$ cat src/rtl/axis_master_output_fifo.sv
// AXI4-Stream master output stage: first-word fall-through FIFO with runtime
// packet framing (TLAST), early upstream back-pressure and sticky overflow flag.
`timescale 1ns/1ps

module axis_master_output_fifo #(
    parameter int DATA_WIDTH  = 32,
    parameter int DEPTH       = 16,
    parameter int STOP_MARGIN = 4,
    parameter int LEN_WIDTH   = 16
) (
    input  logic                     CLK,
    input  logic                     RESET,
    input  logic [DATA_WIDTH-1:0]    DATA_IN,
    input  logic                     DATA_IN_VALID,
    input  logic [LEN_WIDTH-1:0]     CFG_PACKET_LEN,
    output logic                     M_AXIS_TVALID,
    output logic [DATA_WIDTH-1:0]    M_AXIS_TDATA,
    output logic                     M_AXIS_TLAST,
    input  logic                     M_AXIS_TREADY,
    output logic                     STOP_PIPELINE,
    output logic                     OVERFLOW,
    output logic [$clog2(DEPTH):0]   FILL_LEVEL
);

    localparam int AW = $clog2(DEPTH);
    localparam int CW = AW + 1;

    logic [DATA_WIDTH-1:0] mem_q [DEPTH];

    logic [AW-1:0]        wr_ptr_q, wr_ptr_d;
    logic [AW-1:0]        rd_ptr_q, rd_ptr_d;
    logic [CW-1:0]        count_q, count_d;
    logic [LEN_WIDTH-1:0] bc_q, bc_d;
    logic [LEN_WIDTH-1:0] len_q, len_d;
    logic                 stop_q, stop_d;
    logic                 ovf_q, ovf_d;

    logic                 full;
    logic                 wr_en;
    logic                 rd_en;
    logic                 tvalid;
    logic                 tlast;
    logic [LEN_WIDTH-1:0] len_cfg;
    logic [LEN_WIDTH-1:0] len_eff;

    always_comb begin
        full    = (count_q == CW'(DEPTH));
        tvalid  = (count_q != '0);
        rd_en   = tvalid && M_AXIS_TREADY;
        // A read frees a slot in the same cycle, so a full FIFO still accepts.
        wr_en   = DATA_IN_VALID && (!full || rd_en);

        len_cfg = (CFG_PACKET_LEN == '0) ? LEN_WIDTH'(1) : CFG_PACKET_LEN;
        // The first beat of a packet uses the live length so its TLAST is correct immediately.
        len_eff = (bc_q == '0) ? len_cfg : len_q;
        tlast   = tvalid && (bc_q == (len_eff - LEN_WIDTH'(1)));
    end

    always_comb begin
        wr_ptr_d = wr_ptr_q;
        rd_ptr_d = rd_ptr_q;
        bc_d     = bc_q;
        len_d    = len_q;

        if (wr_en) begin
            wr_ptr_d = wr_ptr_q + AW'(1);
        end
        if (rd_en) begin
            rd_ptr_d = rd_ptr_q + AW'(1);
            bc_d     = tlast ? '0 : (bc_q + LEN_WIDTH'(1));
        end
        if ((bc_q == '0) && tvalid) begin
            len_d = len_cfg;
        end

        count_d = count_q + CW'(wr_en) - CW'(rd_en);
        stop_d  = ((CW'(DEPTH) - count_d) <= CW'(STOP_MARGIN));
        ovf_d   = ovf_q || (DATA_IN_VALID && !wr_en);
    end

    // Storage carries no reset; TDATA is masked while empty instead.
    always_ff @(posedge CLK) begin
        if (wr_en) begin
            mem_q[wr_ptr_q] <= DATA_IN;
        end
    end

    always_ff @(posedge CLK or posedge RESET) begin
        if (RESET) begin
            wr_ptr_q <= '0;
            rd_ptr_q <= '0;
            count_q  <= '0;
            bc_q     <= '0;
            len_q    <= LEN_WIDTH'(1);
            stop_q   <= 1'b0;
            ovf_q    <= 1'b0;
        end else begin
            wr_ptr_q <= wr_ptr_d;
            rd_ptr_q <= rd_ptr_d;
            count_q  <= count_d;
            bc_q     <= bc_d;
            len_q    <= len_d;
            stop_q   <= stop_d;
            ovf_q    <= ovf_d;
        end
    end

    assign M_AXIS_TVALID = tvalid;
    assign M_AXIS_TDATA  = tvalid ? mem_q[rd_ptr_q] : '0;
    assign M_AXIS_TLAST  = tlast;
    assign STOP_PIPELINE = stop_q;
    assign OVERFLOW      = ovf_q;
    assign FILL_LEVEL    = count_q;

endmodule
$ cat config.mk
export PLATFORM = sky130hd
export DESIGN_NAME = axis_master_output_fifo
export DESIGN_NICKNAME = d
export VERILOG_FILES = /design/src/rtl/axis_master_output_fifo.sv
export SDC_FILE = /design/constraint.sdc
export NUM_CORES = 1
export LEC_CHECK = 0
export BUFFER_PORTS_ARGS = -buffer_cell sky130_fd_sc_hd__buf_2
export CAP_MARGIN = 40
export CORE_AREA = 2 2 228 230
export DETAILED_ROUTE_END_ITERATION = 10
export DIE_AREA = 0 0 230 232
export RECOVER_POWER = 25
export SYNTH_ARGS = -nofsm -noshare
export SYNTH_HDL_FRONTEND = slang
export SYNTH_SLANG_ARGS = --single-unit
export TNS_END_PERCENT = 10
$ cat constraint.sdc
create_clock -name CLK -period 7.6 [get_ports CLK]
set_input_delay 0.76 -clock CLK [delete_from_list [all_inputs] [get_ports CLK]]
set_output_delay 0.76 -clock CLK [all_outputs]
set_load 0.01 [all_outputs]
[Word level (Yosys, flattened, before mapping)]
Memory sizes are Yosys's and may differ from the RTL's.
Index checks and enable logic that the tools add are counted.
Storage, ports and cells
  bits in writable memories: 512
  flip-flop bits (word level): 47
  memories kept: 1
  word-level logic and storage cells: 36
Cells by class
  $lt $le $gt $ge: 1
  equality and inequality tests: 2
  muxes and demuxes: 6
  $add $sub $neg: 7
  reduce and logical (&&, ||, !) cells: 12
Memory list
  mem_q: words 16, bits a word 32, read ports 1, clocked after memory_dff 0, wr ports 1, RTL line 28  | logic [DATA_WIDTH-1:0] mem_q [DEPTH];
Operators with widths (number)
  2-to-1 mux 16 bit: 3
  logical NOT 16 bit: 2
  2-to-1 mux 32 bit: 1
  adder 16 x 1 -> 16 bit (second input constant): 1
  == test 16 bit: 1
  subtractor 16 x 1 -> 16 bit (second input constant): 1
  adder 4 x 1 -> 4 bit (second input constant): 2
  adder 5 x 1 -> 5 bit: 1
  == test 5 bit (second input constant): 1
  less-or-equal comparator 5 x 3 -> 1 bit (second input constant): 1
  logical AND 1 bit: 5
  nonzero test 5 bit: 1
  subtractor 5 x 1 -> 5 bit: 1
  subtractor 5 bit (first input constant): 1
  logical NOT 1 bit: 2
  logical OR 1 bit: 2
  2-to-1 mux 1 bit: 2

[Logic depth before layout (Yosys ltp)]
  word-level depth: 8
  depth in mapped cells: 18
  mapped depth without buffers: 17

[Worst setup path before layout]
No wires, ideal clock.
  path type: flip-flop to output port
  start: register bc_q[0]
  end: output M_AXIS_TLAST
  setup slack: 2750 ps
  cell stages (with the launch flop): 16
  buffers on the path: 2
  data arrival time: 4090 ps
  cells stage by stage: dfrtp_1 inv_1 ha_1 nor4b_1 nand4_1 clkbuf_1 mux2i_1 ha_1 or4b_1 buf_2 o41a_1 a211o_1 a21o_1 a211oi_2 nand4_2 nor3_1
Between the ends
  word-level cells in the longest chain between the ends: 5
Ends and longest elaborated chain
  from (decl): RTL line 33  | logic [LEN_WIDTH-1:0] bc_q, bc_d;
  from (signal assigned): RTL line 93  | bc_q <= '0;
  from (signal assigned): RTL line 101  | bc_q <= bc_d;
  logical NOT 16 bit: RTL line 55  | len_eff = (bc_q == '0) ? len_cfg : len_q;
  2-to-1 mux 16 bit: RTL line 55
  subtractor 16 x 1 -> 16 bit: RTL line 56  | tlast = tvalid && (bc_q == (len_eff - LEN_WIDTH'(1)));
  == test 16 bit (*): RTL line 56
  logical AND 1 bit (*): RTL line 56
  to (decl): RTL line 18  | output logic M_AXIS_TLAST,
Every way passes the cells marked *; elsewhere a longest branch is shown, timed or not.

[Worst setup path in the final report]
Ends and elaborated chain as after synthesis.

==> results.yml <==
placed_design:
  io_buffers: 92
  place.gp.congestion: 0.817
  pre_cts_ws_ns: 1.80
  dp_hpwl_um: 26700
clock_tree:
  post-cts-setup-buffers: 0
  clock_latency_ns: 0.61
  clkSinkCount: 559
  root_buffer: "clkbuf_16"
  cts_max_path_buffers: 3
  cts-resized-gates: 0
  cts_tree: "built"
  h-tree-depth: 2
  postCtsHoldBufs: 0
  clk_pin_slew_worst_paths_ns: 0.07
  cts_buffers: 56
worst_setup_path:
  required_ns: 6.84
  cp_common_cell: "ha_1"
  ff2ff_path_depth: 15
  rrSetupSlack_ns: 2.42
  worstPathArrival_ns: 5.65
  end_kind: "output port"
  crit_type: "flop to output port"
  worst_setup_path_start_kind: "flop"
  crit_chain: "inv_1 -> ha_1 -> nor4b_1 -> nand4_1 -> a21oi_1 -> ha_1 -> or4b_1 -> o41a_1 -> a211o_1 -> a21o_1 -> a211oi_2 -> nand4_2 -> nor3_1 -> buf_2"
  crit_fanout: 14
  max_stage_delay_ns: 0.68
  r2r-end: "bc_q[3]$_DFFE_PP0N_"
  r2r-start: "bc_q[0]$_DFFE_PP0N_"
  crit_slowest_cell: "nand4_1"
status:
  status: "finished, final reports clean"
yosys:
  yosysTopAreaCell: "edfxtp_1"
  seq_area_frac_synth_pct: 72.9
  syn_nets: 1194
  syn_area_per_cell_um2: 20.2
  syn-instance-count: 1127
  ys_dominant_reg_cell: "edfxtp_1"
  synth_enable_flop_cells: 512
  async_flop_share_pct: 8.41
  synth_seq_cells: 559
  yosysTopAreaCellShare_pct: 67.7
  synthTopCellsByArea: "edfxtp_1, mux4_2, dfrtp_1, xnor2_1, and2_1"
  syn_area_mm2: 0.0227
  ys_warn_count: 0
  yosysUniqueCellTypes: 62
grt:
  antenna_found_initial: 4
  track_usage_pct: 19.1
  grt_pass1_wl_um: 74800
  grt_pass1_vias: 11500
  grt_overflow: 0
  grt_max_degree: 87
finish:
  fillers: 4140
  final_cell_mix: "edfxtp_1, mux4_2, buf_2, clkbuf_16, dfrtp_1"
  drive_gt1_share_pct: 30.1
  area.growth.synth_to_final_pct: 14.7
  multiInputGateArea_mm2: 0.00598
  layout.nets: 1318
  seqCellArea_mm2: 0.0166
  final_common_cell: "edfxtp_1"
  fin_util_pct: 51.2
die:
  die_w_um: 230
  die_area_mm2: 0.0534
  ios: 93
  start_util_pct: 44.6
  core_mm2: 0.0509
  rows: 83
  die_h_um: 232
sta:
  hold_violations: 0
  setup_violations: 0
  max_slew_margin_pct: 45.4
  rsz0062_at_grt: "false"
  fmax_mhz: 156
  finalClockSkew_ns: 0.0276
  period_share_pct: 84.3
  worst_slack_ns: 1.19
  final.setup.tns_ns: 0
  min_period_ns: 6.41
  finalMaxSlewViolations: 0
  tightest_slew_ns: 0.818
route:
  drc: 0
  wl_per_cell_um: 25.1
  ant_nets: 0
  vias_per_cell: 5.65
  drt-initial-drc-count: 1099
  routed-via-count: 11200
  first_pass_iters: 4
  wl_um: 49700
power_and_ir_drop:
  power_density_mw_per_mm2: 361
  leakage_uw: 0.00847
  vdd_ir_drop_max_uv: 224
  total_power_uw: 9410
job:
  maxCapViolations: 0
min_path:
  hold_path_class: "input port to async pin"
cells by family (layout without fill, tap and decap cells):
family,Yosys count,count (layout),synth area share (%)
AOI/OAI and AO/OA,50,50,1.49
muxes,181,181,16.9
buffers and inverters,75,246,1.28
other,0,1,0
DFF,559,559,72.9
adders and majority gates,15,15,0.859
and+or+nand+nor,199,199,4.78
xor gates and xnor gates,48,48,1.85
sequential cells by signal (all words and copies together) (netlist names):
name	flops
FILL_LEVEL	5
rd_ptr_q	4
len_q	16
STOP_PIPELINE	1
bc_q	16
OVERFLOW	1
wr_ptr_q	4
mem_q	512
final cells by class:
| cell class | count | area share, % |
|---|---|---|
| Multi-Input combinational cell | 493 | 23.0 |
| Tap cell | 680 | 3.27 |
| Sequential cell | 559 | 63.6 |
| Clock inverter | 35 | 1.45 |
| Antenna cell | 1 | 0.00960 |
| Clock buffer | 70 | 5.66 |
| Inverter | 18 | 0.259 |
| Timing Repair Buffer | 123 | 2.83 |
how the worst max path moves through the flow:
stage	startpoint	cells past startpoint	end	slack (ns)
floorplan	bc_q[0]$_DFFE_PP0N_	15	M_AXIS_TLAST	2.75
global placement	bc_q[0]$_DFFE_PP0N_	14	M_AXIS_TLAST	1.91
detailed placement	bc_q[0]$_DFFE_PP0N_	14	M_AXIS_TLAST	1.80
CTS	bc_q[0]$_DFFE_PP0N_	14	M_AXIS_TLAST	1.14
global route	bc_q[0]$_DFFE_PP0N_	14	M_AXIS_TLAST	0.82
finish	bc_q[0]$_DFFE_PP0N_	14	M_AXIS_TLAST	1.19
power breakdown:
group / internal [uW] / switching [uW] / total [uW]
clock: 1650 / 1130 / 2770
combinational: 1350 / 1390 / 2740
sequential: 3710 / 186 / 3900
total: 6710 / 2700 / 9410
worst max-delay path: cells and delay by family, from the launching register on:
family                     cells  cell delay (ns)
adders and majority gates      2             0.45
and+or+nand+nor                5             2.30
buffers and inverters          2             0.36
AOI/OAI and AO/OA              5             1.47
DFF                            1             0.44
synthesized netlist by cell type, types with 13 or more instances:
library cell	count
dfrtp_1	46
mux4_2	160
clkbuf_1	39
and2_1	33
nor3_1	19
edfxtp_1	512
nor2_1	38
ha_1	14
nand3_1	13
xor2_1	21
buf_1	15
xnor2_1	27
nand2_1	35
inv_1	16
mux2_2	15
routing by layer:
layer	track usage (%)	routed length, um	up-vias
li1	-	-	4866
met5	0	41	-
met1	26.5	21200	5943
met2	31.7	24800	307
met4	4.74	781	6
met3	3.22	2790	59
per-stage QoR:
stage / instance area, um^2 / hold WS (ns) / std cells
after floorplan: 22700 / 0.488 / 1127
after global placement: 24100 / 0.461 / 1868
after detailed placement: 24200 / 0.489 / 1873
after CTS: 26100 / 0.106 / 1978
after global routing: 26100 / 0.280 / 1978
final: 26100 / 0.256 / 1979
Note: power is estimated with default switching activity, not from simulation.
